`src/rtl/regfile_pkg.sv`:
```
// Shared register-file types and constants for the writeback path, the regfile and their benches.
package regfile_pkg;

   localparam int unsigned WIDTH      = 32;
   localparam int unsigned ADDR_WIDTH = 5;
   localparam int unsigned REG_COUNT  = 1 << ADDR_WIDTH;

   typedef logic [ADDR_WIDTH-1:0] reg_addr_t;
   typedef logic [WIDTH-1:0]      reg_data_t;

   typedef struct packed {
      reg_addr_t addr;
      reg_data_t data;
   } wb_req_t;

   // Round-robin successor of idx among n slots; valid for any n, not just powers of two.
   function automatic int unsigned rr_next(input int unsigned idx, input int unsigned n);
      return (idx + 1 >= n) ? 0 : idx + 1;
   endfunction

endpackage

```
`src/rtl/regfile_wb_arbiter_if.sv`:
```
// Writeback request bus: NUM_REQ valid/ready channels with packed address and data slices.
interface regfile_wb_arbiter_if #(
   parameter int unsigned NUM_REQ = 3
);
   import regfile_pkg::*;

   logic [NUM_REQ-1:0]            req_valid;
   logic [NUM_REQ-1:0]            req_ready;
   logic [NUM_REQ*ADDR_WIDTH-1:0] req_addr;
   logic [NUM_REQ*WIDTH-1:0]      req_data;

   modport master (
      output req_valid,
      output req_addr,
      output req_data,
      input  req_ready
   );

   modport slave (
      input  req_valid,
      input  req_addr,
      input  req_data,
      output req_ready
   );

endinterface

```
`src/rtl/regfile_wb_arbiter_rr_arbiter.sv`:
```
// Combinational round-robin picker: first asserted req at or above ptr, wrapping modulo N.
module rr_arbiter #(
   parameter int unsigned N = 3
) (
   input  logic [N-1:0]         req,
   input  logic [$clog2(N)-1:0] ptr,
   output logic [N-1:0]         grant,
   output logic [$clog2(N)-1:0] grant_idx
);

   localparam int unsigned PtrW = $clog2(N);

   logic found;

   always_comb begin
      grant     = '0;
      grant_idx = '0;
      found     = 1'b0;
      for (int unsigned k = 0; k < N; k++) begin
         int unsigned idx;
         idx = (32'(ptr) + k) % N;
         if (!found && req[idx]) begin
            found      = 1'b1;
            grant[idx] = 1'b1;
            grant_idx  = PtrW'(idx);
         end
      end
   end

endmodule

```
`src/rtl/regfile_wb_arbiter.sv`:
```
// Round-robin writeback arbiter with registered regfile write port and pending-write scoreboard.
// Optional macro REGFILE_WB_BYPASS_EN enables the rs1/rs2 forwarding check from the output stage.
module regfile_wb_arbiter
   import regfile_pkg::*;
#(
   parameter int unsigned NUM_REQ = 3
) (
   input  logic                  clk,
   input  logic                  rst_n,
   regfile_wb_arbiter_if.slave   bus,
   input  logic                  set_en,
   input  reg_addr_t             set_addr,
   output logic [REG_COUNT-1:0]  pending,
   output logic                  dest_en,
   output reg_addr_t             dest_addr,
   output reg_data_t             dest_data,
   input  reg_addr_t             rs1_addr,
   input  reg_addr_t             rs2_addr,
   output logic                  rs1_fwd_hit,
   output logic                  rs2_fwd_hit,
   output reg_data_t             rs1_fwd_data,
   output reg_data_t             rs2_fwd_data
);

   localparam int unsigned PtrW = $clog2(NUM_REQ);

   logic [PtrW-1:0]      rr_ptr_q, rr_ptr_d;
   logic [NUM_REQ-1:0]   req_masked;
   logic [NUM_REQ-1:0]   grant;
   logic [PtrW-1:0]      grant_idx;
   logic                 grant_any;
   wb_req_t              req [NUM_REQ];
   wb_req_t              win;
   logic                 win_write;
   logic [REG_COUNT-1:0] pending_q, pending_d;

   // Requests are masked during reset so no handshake can complete on a reset edge.
   assign req_masked = bus.req_valid & {NUM_REQ{rst_n}};

   rr_arbiter #(
      .N (NUM_REQ)
   ) u_rr_arbiter (
      .req       (req_masked),
      .ptr       (rr_ptr_q),
      .grant     (grant),
      .grant_idx (grant_idx)
   );

   assign bus.req_ready = grant;
   assign grant_any     = |grant;

   always_comb begin
      for (int i = 0; i < int'(NUM_REQ); i++) begin
         req[i].addr = bus.req_addr[i*ADDR_WIDTH +: ADDR_WIDTH];
         req[i].data = bus.req_data[i*WIDTH +: WIDTH];
      end
   end

   assign win       = req[grant_idx];
   assign win_write = grant_any && (win.addr != '0);

   always_comb begin
      rr_ptr_d = rr_ptr_q;
      if (grant_any) begin
         rr_ptr_d = PtrW'(rr_next(32'(grant_idx), NUM_REQ));
      end
   end

   // Clear before set so a same-cycle set on the retiring register wins.
   always_comb begin
      pending_d = pending_q;
      if (grant_any) begin
         pending_d[win.addr] = 1'b0;
      end
      if (set_en && (set_addr != '0)) begin
         pending_d[set_addr] = 1'b1;
      end
      pending_d[0] = 1'b0;
   end

   always_ff @(posedge clk) begin
      if (!rst_n) begin
         rr_ptr_q  <= '0;
         pending_q <= '0;
         dest_en   <= 1'b0;
         dest_addr <= '0;
         dest_data <= '0;
      end else begin
         rr_ptr_q  <= rr_ptr_d;
         pending_q <= pending_d;
         dest_en   <= win_write;
         if (win_write) begin
            dest_addr <= win.addr;
            dest_data <= win.data;
         end
      end
   end

   assign pending = pending_q;

`ifdef REGFILE_WB_BYPASS_EN
   assign rs1_fwd_hit  = dest_en && (dest_addr == rs1_addr) && (rs1_addr != '0);
   assign rs2_fwd_hit  = dest_en && (dest_addr == rs2_addr) && (rs2_addr != '0);
   assign rs1_fwd_data = dest_data;
   assign rs2_fwd_data = dest_data;
`else
   logic unused_rs;
   assign unused_rs    = ^{rs1_addr, rs2_addr};
   assign rs1_fwd_hit  = 1'b0;
   assign rs2_fwd_hit  = 1'b0;
   assign rs1_fwd_data = '0;
   assign rs2_fwd_data = '0;
`endif

endmodule

```
`src/flat_wrapper.sv`:
```
// flat-port wrapper written by rule: the top's interface ports become plain ports
module regfile_wb_arbiter_flat import regfile_pkg::*;
#(
   parameter int unsigned NUM_REQ = 3
)
  (clk, rst_n, set_en, set_addr, pending, dest_en, dest_addr, dest_data, rs1_addr, rs2_addr, rs1_fwd_hit, rs2_fwd_hit, rs1_fwd_data, rs2_fwd_data, bus_req_valid, bus_req_addr, bus_req_data, bus_req_ready);
  regfile_wb_arbiter_if #(.NUM_REQ(NUM_REQ)) bus_i ();
  input  logic clk;
  input  logic rst_n;
  input  logic set_en;
  input  reg_addr_t set_addr;
  output logic [REG_COUNT-1:0] pending;
  output logic dest_en;
  output reg_addr_t dest_addr;
  output reg_data_t dest_data;
  input  reg_addr_t rs1_addr;
  input  reg_addr_t rs2_addr;
  output logic rs1_fwd_hit;
  output logic rs2_fwd_hit;
  output reg_data_t rs1_fwd_data;
  output reg_data_t rs2_fwd_data;
  input wire logic [$bits(bus_i.req_valid)-1:0] bus_req_valid;
  input wire logic [$bits(bus_i.req_addr)-1:0] bus_req_addr;
  input wire logic [$bits(bus_i.req_data)-1:0] bus_req_data;
  output wire logic [$bits(bus_i.req_ready)-1:0] bus_req_ready;
  assign bus_i.req_valid = bus_req_valid;
  assign bus_i.req_addr = bus_req_addr;
  assign bus_i.req_data = bus_req_data;
  assign bus_req_ready = bus_i.req_ready;
  regfile_wb_arbiter #(.NUM_REQ(NUM_REQ)) u_core (.clk(clk), .rst_n(rst_n), .bus(bus_i), .set_en(set_en), .set_addr(set_addr), .pending(pending), .dest_en(dest_en), .dest_addr(dest_addr), .dest_data(dest_data), .rs1_addr(rs1_addr), .rs2_addr(rs2_addr), .rs1_fwd_hit(rs1_fwd_hit), .rs2_fwd_hit(rs2_fwd_hit), .rs1_fwd_data(rs1_fwd_data), .rs2_fwd_data(rs2_fwd_data));
endmodule
```
`config.mk`:
```
export PLATFORM = sky130hd
export DESIGN_NAME = regfile_wb_arbiter_flat
export DESIGN_NICKNAME = d
export VERILOG_FILES = /design/src/rtl/regfile_pkg.sv /design/src/rtl/regfile_wb_arbiter_if.sv /design/src/rtl/regfile_wb_arbiter_rr_arbiter.sv /design/src/rtl/regfile_wb_arbiter.sv /design/src/flat_wrapper.sv
export SDC_FILE = /design/constraint.sdc
export NUM_CORES = 1
export LEC_CHECK = 0
export BUFFER_PORTS_ARGS = -buffer_cell sky130_fd_sc_hd__buf_4
export CELL_PAD_IN_SITES_DETAIL_PLACEMENT = 1
export CELL_PAD_IN_SITES_GLOBAL_PLACEMENT = 1
export CORE_MARGIN = 1.5
export CORE_UTILIZATION = 31
export DETAILED_ROUTE_END_ITERATION = 16
export PLACE_DENSITY = 0.85
export SETUP_SLACK_MARGIN = 0.4
export SLEW_MARGIN = 0
export SYNTH_ARGS = -nofsm -noshare
export SYNTH_HDL_FRONTEND = slang
export SYNTH_HIERARCHICAL = 1
export SYNTH_SLANG_ARGS = --single-unit
```
`constraint.sdc`:
```
create_clock -name clk -period 4.47 [get_ports clk]
set_clock_uncertainty 0.15 [all_clocks]
set_input_delay 0.894 -clock clk [delete_from_list [all_inputs] [get_ports clk]]
set_output_delay 0.894 -clock clk [all_outputs]
set_load 0.02 [all_outputs]
```
# Word level (Yosys, flattened, before mapping)
# Cells that the tools add are included.
[op_classes]
mux = 30
n_reduce_logical = 14
bitwise = 7
addsub = 3
magnitude_cmp = 12
div_mod_pow = 3
[ops]
columns = ["cell", "n"]
rows = [
  ["32-bit by 1-bit greater-or-equal comparator with 1-bit output (second input constant)", 3],
  ["32-bit by 3-bit less-than comparator with 1-bit output (second input constant)", 3],
  ["37-bit binary-select mux with 2-bit select", 1],
  ["37-bit 2-to-1 mux", 2],
  ["32-bit by 2-bit modulo with 32-bit output (second input constant)", 2],
  ["32-bit 2-to-1 mux", 2],
  ["32-bit bitwise AND", 1],
  ["2-bit by 2-bit modulo with 32-bit output (second input constant)", 1],
  ["32-bit inverter", 1],
  ["32-bit OR", 1],
  ["5-bit by 6-bit less-than comparator with 1-bit output (second input constant)", 2],
  ["1-bit demux with 5-bit select", 2],
  ["5-bit by 1-bit greater-or-equal comparator with 1-bit output (second input constant)", 2],
  ["1-bit 2-to-1 mux", 10],
  ["5-bit nonzero test", 2],
  ["1-bit logical AND", 9],
  ["3-bit 2-to-1 mux", 3],
  ["2-bit 2-to-1 mux", 4],
  ["2-bit by 1-bit adder with 3-bit output (second input constant)", 2],
  ["1-bit binary-select mux with 2-bit select", 3],
  ["1-bit demux with 2-bit select", 3],
  ["3-bit OR", 2],
  ["2-bit by 2-bit adder with 3-bit output (second input constant)", 1],
  ["3-bit bitwise AND", 1],
  ["5 further kinds", 6],
]
[totals]
word_cells = 75
out_inout_bits = 139
reg_bits = 72

# Longest topological paths before layout
# Gate-level depths: netlist of the first run.
[logic_depth]
depth_word = 23
mapped_depth = 14

# Cells and area by module
# Netlist of the first run, hierarchy kept.
[modules_own_cells]
columns = ["mod", "area_per_inst_um2", "instances", "cells_each"]
rows = [
  ["regfile_wb_arbiter", 4204.0, 1, 439],
  ["rr_arbiter", 332.8, 1, 52],
]

# Worst setup path before layout of the first run
# Ideal clock, no wire load.
[synth_timing]
path_kind = "input to register"
from = "input rst_n"
to = "register u_core.dest_data[10]"
stages = 11
slack_ns = 0.597
t_arrival_ns = 3.604
setup_time_ns = 0.119
path_cell_list = "clkbuf_1 -> and2_1 -> clkbuf_1 -> mux2_2 -> mux2i_1 -> o21ai_0 -> buf_6 -> clkbuf_1 -> mux2_2 -> a221o_1 -> o221a_1"
[synth_via]
elab_chain_cells = 16
word_cells_on_any_way = 28
classes_between = "17 x mux; 4 x bitwise; 7 x reduce/logical"
[synth_rtl]
columns = ["item", "line", "text"]
rows = [
  ["start: declaration", "flat_wrapper.sv:9", "input logic rst_n;"],
  ["3-bit bitwise AND (*)", "regfile_wb_arbiter.sv:38", "assign req_masked = bus.req_valid & {NUM_REQ{rst_n}};"],
  ["via u_core.req_masked[1]", "regfile_wb_arbiter.sv:28", "logic [NUM_REQ-1:0] req_masked;"],
  ["1-bit binary-select mux with 2-bit select", "regfile_wb_arbiter_rr_arbiter.sv:22", "if (!found && req[idx]) begin"],
  ["1-bit 2-to-1 mux (implied by the code)", "regfile_wb_arbiter_rr_arbiter.sv:22", ""],
  ["1-bit 2-to-1 mux", "regfile_wb_arbiter_rr_arbiter.sv:22", ""],
  ["1-bit zero test", "regfile_wb_arbiter_rr_arbiter.sv:22", ""],
  ["1-bit logical AND", "regfile_wb_arbiter_rr_arbiter.sv:22", ""],
  ["1-bit 2-to-1 mux", "regfile_wb_arbiter_rr_arbiter.sv:22", ""],
  ["1-bit zero test", "regfile_wb_arbiter_rr_arbiter.sv:22", ""],
  ["1-bit logical AND", "regfile_wb_arbiter_rr_arbiter.sv:22", ""],
  ["2-bit 2-to-1 mux (*)", "regfile_wb_arbiter_rr_arbiter.sv:22", ""],
  ["via u_core.grant_idx[1]", "regfile_wb_arbiter.sv:30", "logic [PtrW-1:0] grant_idx;"],
  ["2-bit inverter with 3-bit output (implied by the code) (*)", "regfile_wb_arbiter.sv:59", "assign win = req[grant_idx];"],
  ["37-bit binary-select mux with 2-bit select (*)", "regfile_wb_arbiter.sv:59", ""],
  ["37-bit 2-to-1 mux (implied by the code) (*) (2 in series)", "regfile_wb_arbiter.sv:59", ""],
  ["5-bit nonzero test", "regfile_wb_arbiter.sv:60", "assign win_write = grant_any && (win.addr != '0);"],
  ["1-bit logical AND", "regfile_wb_arbiter.sv:60", ""],
  ["end signal: assignment", "regfile_wb_arbiter.sv:94", "dest_data <= win.data;"],
  ["end: declaration", "regfile_wb_arbiter.sv:16", "output reg_data_t dest_data,"],
]
# The timed path passes the listed nets; every way through them passes the cells marked *. The select of a mux whose other input is x is not followed.
# A chain may end at the register's enable or synchronous reset.

# Worst setup path after layout of the first run
[layout_timing]
from = "input rst_n"
to = "register u_core.pending_q[2] (netlist: u_core/pending[2])"
[layout_via]
elab_chain_cells = 23
word_cells_on_any_way = 36
classes_between = "2 x order compare; 21 x mux; 7 x bitwise; 6 x reduce/logical"
[layout_rtl]
columns = ["item", "line", "text"]
rows = [
  ["3-bit bitwise AND (*)", "regfile_wb_arbiter.sv:38", ""],
  ["via u_core.req_masked[1]", "regfile_wb_arbiter.sv:28", ""],
  ["1-bit binary-select mux with 2-bit select", "regfile_wb_arbiter_rr_arbiter.sv:22", ""],
  ["1-bit 2-to-1 mux (implied by the code)", "regfile_wb_arbiter_rr_arbiter.sv:22", ""],
  ["1-bit 2-to-1 mux", "regfile_wb_arbiter_rr_arbiter.sv:22", ""],
  ["1-bit zero test", "regfile_wb_arbiter_rr_arbiter.sv:22", ""],
  ["1-bit logical AND", "regfile_wb_arbiter_rr_arbiter.sv:22", ""],
  ["1-bit 2-to-1 mux", "regfile_wb_arbiter_rr_arbiter.sv:22", ""],
  ["[3 not listed]", "-", ""],
  ["via u_core.grant_idx[1]", "regfile_wb_arbiter.sv:30", ""],
  ["[5 not listed]", "-", ""],
  ["1-bit logical AND (implied by the code)", "regfile_wb_arbiter.sv:73", "pending_d[win.addr] = 1'b0;"],
  ["1-bit 2-to-1 mux (implied by the code)", "regfile_wb_arbiter.sv:73", ""],
  ["1-bit demux with 5-bit select (*)", "-", ""],
  ["32-bit inverter (no line) (*)", "-", ""],
  ["32-bit bitwise AND (no line) (*)", "-", ""],
  ["32-bit 2-to-1 mux (*)", "regfile_wb_arbiter.sv:72", "if (grant_any) begin"],
  ["32-bit OR (no line)", "-", ""],
  ["32-bit 2-to-1 mux (*)", "regfile_wb_arbiter.sv:75", "if (set_en && (set_addr != '0)) begin"],
  ["end signal: assignment", "regfile_wb_arbiter.sv:90", "pending_q <= pending_d;"],
  ["end: declaration", "regfile_wb_arbiter.sv:35", "logic [REG_COUNT-1:0] pending_q, pending_d;"],
]
# Marks and branches as above.

==> qor.yml, run 1 <==
run_status:
  status: "complete, no violations"
yosys:
  yosys.area.top_type_share: 0.313
  yosys_most_used_dff: "dfxtp_1"
  yosysUniqueCellTypes: 55
  synthAdderAreaFrac: 0.0110
  yosys.area_share.simple: 0.104
  syn_area_um2: 4540
  synth_top_family_by_area: "compound AO/OA/AOI/OAI gates"
  yosysSeqAreaShare: 0.313
  synth.mux.area_fraction: 0.100
  async_flop_share: 0
  synth_compound_area_frac: 0.307
  avgSynthCellArea_um2: 9.24
  synth.largest_area_cell: "dfxtp_1"
  ys_ff_latch: 71
  synth_edf_count: 0
  synth-warning-count: 6
  syn-instance-count: 491
  synthXorXnorAreaFrac: 0
  ys_top_cells_by_area: "dfxtp_1, buf_4, mux2_2"
drt:
  drc_errors: 0
  ant_nets: 0
  first_pass_iters: 4
  viasPerCell: 5.26
  routed_wl_um: 16500
  first_iter_violations: 256
  vias: 4491
  wl_per_cell_um: 19.4
clock_tree:
  h-tree-depth: 3
  cts-root-buf: "clkbuf_16"
  cts_setup_buffers: 0
  hold_buffers: 0
  clock_sinks: 71
  clk_path_buf_depth: 2
  numCtsBuffers: 9
  clk_latency_ns: 0.34
  cts_tree: "built"
  cts.reportedPaths.clkPinSlew_ns: 0.06
floorplan:
  die_h_um: 124
  ios: 271
  fp-row-count: 44
  start_util: 0.315
  dieArea_um2: 15400
  die_x_um: 124
  core_area_um2: 14400
cells_and_area:
  num_antenna_cells: 0
  finalNetCount: 803
  syn2layout_area_growth_pct: 36.2
  drive_above_1_share: 0.408
  layout_common_cells: "buf_4, dfxtp_1, conb_1, nand2_1, a21oi_1"
  layout_commonest_cell: "buf_4"
sta:
  relSlewSlack: 0.189
  worst_pin_slew_ns: 1.21
  rsz0062_at_grt: "no"
  finalCritPeriodShare: 0.875
  tns_ns: 0
  final-max-slew-violation-count: 0
  max_freq_mhz: 256
  setup_viol: 0
  min_period_ns: 3.91
  hold_violations: 0
  timing.hold.ws_ns: 0.331
pwr:
  comb_power_share: 0.616
  swShare: 0.453
  sequentialPowerShare: 0.211
  p_switching_mw: 1.85
  power_density_nw_per_um2: 661
  power_mw: 4.08
  p_int_mw: 2.23
  clkPwrFrac: 0.173
  peakVddDrop_mv: 0.268
  power.leakage_nw: 2.64
critical_path:
  slowest_delay_ns: 0.42
  cp.depth: 11
  worst_setup_path_end_kind: "register"
  path_buf_inv: 1
  cpMostUsedCell: "mux2i_2"
  r2r_end: "u_core/pending[2]"
  worstSetupStartpoint: "rst_n"
  regToRegSetupSlack_ns: 0.69
  crit_chain: "buf_4 > and2_1 > mux2_2 > mux2i_2 > o211ai_1 > o21ai_4 > mux2i_2 > a2bb2oi_1 > nand3_2 > o21ai_0 > a21oi_1"
  reg2regPathDepth: 11
  worstSetupEndpoint: "u_core/pending[2]"
  critPathMaxFanout: 13
  crit_slowest_cell: "mux2i_2"
  worstPathArrival_ns: 3.92
  cp.required_ns: 4.48
  cp_top_family: "compound AO/OA/AOI/OAI gates"
  critical_path_class: "input pin to register"
  r2r_start: "u_core/rr_ptr_q[1]"
  cp-start-kind: "input pin"
global_routing:
  grt_pass1_wl_um: 24000
  antenna_found_initial: 0
  grt_max_degree: 40
  first_global_vias: 4456
  track_usage: 0.207
  overflow: 0
placement:
  io_buffers: 193
  place_hpwl_um: 12100
  gp_congestion: 0.874
min_path:
  hold_path_class: "register to register"
run:
  maxCapViolCount: 0
==> flip-flops by register name, summed over array words and instances, names as in the netlist <==
signal and cells:
u_core/dest_addr 5, u_core/rr_ptr_q 2, u_core/dest_data 32, u_core/dest_en 1, u_core/pending 31
==> cells in the mapped netlist, types with 3 or more instances <==
cell type / number
a21oi_1: 40
o22ai_1: 3
clkbuf_1: 21
buf_6: 9
a311oi_1: 3
nor3_1: 5
a221o_1: 32
nor3b_1: 4
and2_1: 3
o21ai_1: 7
mux2_2: 33
inv_1: 7
buf_4: 68
nand3_1: 12
nand2_1: 44
o221a_1: 32
buf_2: 3
a31oi_1: 3
o21ai_0: 31
dfxtp_1: 71
mux2i_1: 6
ha_1: 4
nor2_1: 9
==> cell type report <==
class	instances	area [um2]
Fill cell	1692	8250
Multi-Input combinational cell	376	2690
Timing Repair Buffer	201	1520
Sequential cell	71	1420
Clock buffer	12	256
Tap cell	184	230
Clock inverter	1	30.0
Inverter	8	30.0
==> power by group through the flow <==
stage	clock, mW	sequential (mW)	combinational (mW)
floorplan	0	1.01	1.66
global placement	0	0.865	2.34
detailed placement	0	0.876	2.41
CTS	0.728	0.863	2.49
global route	0.750	0.879	2.70
finish	0.707	0.862	2.51
==> kinds of logic (layout without fill, tap and decap cells) <==
kind of cell | count (synthesis) | in the layout
buffers and inverters | 111 | 222
other | 1 | 67
adder cells (fa/ha/maj) | 4 | 4
AND/OR/NAND/NOR | 93 | 93
flip-flops | 71 | 71
AO/OA/AOI/OAI | 171 | 172
multiplexers | 40 | 40
==> worst min-delay path by stage <==
stage	slack, ns	to	cells after the start	startpoint
after detailed placement	0.32	u_core/pending[6]	2	u_core/pending[6]
after floorplan	0.31	u_core/rr_ptr_q[1]	2	u_core/rr_ptr_q[1]
after global placement	0.31	u_core/pending[31]	2	u_core/pending[31]
final	0.33	u_core/pending[5]	2	u_core/pending[5]
after global routing	0.37	u_core/dest_addr[2]	2	u_core/dest_addr[2]
after CTS	0.33	u_core/pending[6]	2	u_core/pending[6]
==> tightest hold or removal path, cell delays in order, from the launching register on <==
cell and delay, ns:
dfxtp_1 0.30, o21ai_0 0.07, a21oi_1 0.06
==> repair_timing <==
| item | in CTS | in global routing |
|---|---|---|
| resized for setup | 1 | 8 |
| gates cloned | 1 | 0 |
| setup endpoints to repair | 35 | 50 |
| pin swaps | 1 | 0 |
==> layer usage <==
layer	share of wire	track usage	vias to the layer above
li1	-	-	2068
met2	0.50	0.364	215
met5	0	0	-
met3	0.082	0.0435	22
met4	0.020	0.0795	0
met1	0.39	0.246	2186
==> stage by stage <==
stage | cell area, um2 | std cells | util | setup slack [ns]
finish | 6180 | 853 | 0.428 | 0.561
global route | 6180 | 853 | 0.428 | 0.425
CTS | 6150 | 853 | 0.426 | 0.356
detailed placement | 5840 | 839 | 0.405 | -0.0731
global placement | 5840 | 839 | 0.405 | 0.140
floorplan | 4780 | 557 | - | 0.597
Note: power is estimated with default switching activity, not from simulation.
==> run 2, diff against run 1 <==
--- a/config.mk
+++ b/config.mk
@@ -5,13 +5,16 @@
 export SDC_FILE = /design/constraint.sdc
 export NUM_CORES = 1
 export LEC_CHECK = 0
+export ABC_CLOCK_PERIOD_IN_PS = 4470
 export BUFFER_PORTS_ARGS = -buffer_cell sky130_fd_sc_hd__buf_4
+export CAP_MARGIN = 20
 export CELL_PAD_IN_SITES_DETAIL_PLACEMENT = 1
 export CELL_PAD_IN_SITES_GLOBAL_PLACEMENT = 1
 export CORE_MARGIN = 1.5
 export CORE_UTILIZATION = 31
 export DETAILED_ROUTE_END_ITERATION = 16
 export PLACE_DENSITY = 0.85
+export REMOVE_ABC_BUFFERS = 1
 export SETUP_SLACK_MARGIN = 0.4
 export SLEW_MARGIN = 0
 export SYNTH_ARGS = -nofsm -noshare
==> qor.yml, run 2 (synthesis results as in run 1) <==
placement:
  pre_cts_ws_ns: 0.121
  placed_cells: 842
  io_buffers: 193
  gp_congestion: 0.931
  placed_area_um2: 5890
  place_hpwl_um: 11700
sta:
  max_freq_mhz: 255
  min_period_ns: 3.93
  relSlewSlack: 0.376
  worst_pin_slew_ns: 0.934
  rsz0062_at_grt: "no"
  setup_viol: 0
  final-max-slew-violation-count: 0
  finalCritPeriodShare: 0.878
  hold_violations: 0
  layout_setup_ws_ns: 0.544
critical_path:
  worstPathArrival_ns: 3.99
  worst_setup_path_end_kind: "register"
  cp-start-kind: "input pin"
  cp.required_ns: 4.54
  critPathMaxFanout: 16
  critical_path_class: "input pin to register"
  regToRegSetupSlack_ns: 0.67
clock_tree:
  clk_path_buf_depth: 2
  cts_tree: "built"
  cts-root-buf: "clkbuf_16"
  numCtsBuffers: 9
  clk_latency_ns: 0.33
  clock_sinks: 71
  cts_resized: 0
  hold_buffers: 0
  h-tree-depth: 3
  cts.reportedPaths.clkPinSlew_ns: 0.06
  cts_setup_buffers: 0
cells_and_area:
  num_antenna_cells: 0
  largest-register: "u_core/dest_data"
  seqCellArea_um2: 1420
  drive_above_1_share: 0.404
  finish.utilization: 0.429
  stdcell_count: 857
  multi_input_area_um2: 2660
  design_area_um2: 6190
  layout_common_cells: "buf_4, dfxtp_1, conb_1, nand2_1, a21oi_1"
  largest_register_ffs: 32
  n_fill_cell: 1705
  syn2layout_area_growth_pct: 36.5
  finalNetCount: 806
  layout_commonest_cell: "buf_4"
floorplan:
  die_x_um: 124
  fp-row-count: 44
  ios: 271
  start_util: 0.315
  core_area_um2: 14400
  die_h_um: 124
  dieArea_um2: 15400
min_path:
  hold_path_class: "register to register"
global_routing:
  grt_pass1_wl_um: 23500
  track_usage: 0.200
  antenna_found_initial: 0
  grt_max_degree: 34
  first_global_vias: 4614
  overflow: 0
drt:
  wl_per_cell_um: 18.8
  viasPerCell: 5.25
  routed_wl_um: 16100
  first_pass_iters: 4
  vias: 4500
  first_iter_violations: 200
  ant_nets: 0
  drc_errors: 0
pwr:
  peakVddDrop_mv: 0.238
  power.leakage_nw: 2.66
  power_mw: 4.09
  power_density_nw_per_um2: 661
run_status:
  status: "complete, no violations"
run:
  maxCapViolCount: 0
[run 2: cell count changes in the layout (fill, tap and decap cells not counted), moves of 2 or more]
cell      delta
buf_4        +2
mux2i_2      -4
clkinv_2     +2
mux2i_1      +4
[run 2: final cells by class]
| type | count | share of cell area |
|---|---|---|
| inverter | 8 | 0.00485 |
| clock inverter | 4 | 0.00768 |
| timing repair buffer | 204 | 0.253 |
| clock buffer | 10 | 0.0386 |
| tap | 184 | 0.0372 |
| sequential | 71 | 0.230 |
| multi-input combinational | 376 | 0.430 |
[run 2: layer usage]
layer  share of wire  global-route usage  up-vias
met1            0.38               0.221     2155
met2            0.49               0.356      234
met3           0.095              0.0499       41
met5               0                   0        -
met4           0.034               0.100        0
li1                -                   -     2070
[run 2: critical path, cell delays in order]
cell       delay [ns]
buf_4            0.19
and2_1           0.34
and2b_1          0.23
mux2i_1          0.12
buf_4            0.17
o21ai_4          0.35
buf_4            0.27
mux2i_4          0.34
o2bb2ai_4        0.15
nor3_4           0.34
a21oi_4          0.26
o221a_1          0.31
[run 2: final timing paths]
path                  startpoint              endpoint  depth (start not counted)
min          u_core/dest_addr[2]   u_core/dest_addr[2]                          2
min reg2reg  u_core/dest_addr[2]   u_core/dest_addr[2]                          2
max reg2reg   u_core/rr_ptr_q[0]  u_core/dest_data[21]                         11
max                        rst_n  u_core/dest_data[21]                         12
[run 2: where the power goes]
part	switching, mW	total (mW)	internal, mW	leakage (nW)
Combinational	1.53	2.54	1.00	1.93
Clock	0.262	0.701	0.438	0.140
Sequential	0.0752	0.854	0.779	0.582
Total	1.87	4.09	2.22	2.66
[run 2: stage by stage]
| stage | setup TNS [ns] | hold WS [ns] |
|---|---|---|
| 2_1_floorplan | -128.24 | 0.315 |
| 3_3_place_gp | 0 | 0.308 |
| 3_5_place_dp | 0 | 0.317 |
| 4_1_cts | 0 | 0.329 |
| 5_1_grt | 0 | 0.347 |
| 6_report | 0 | 0.331 |
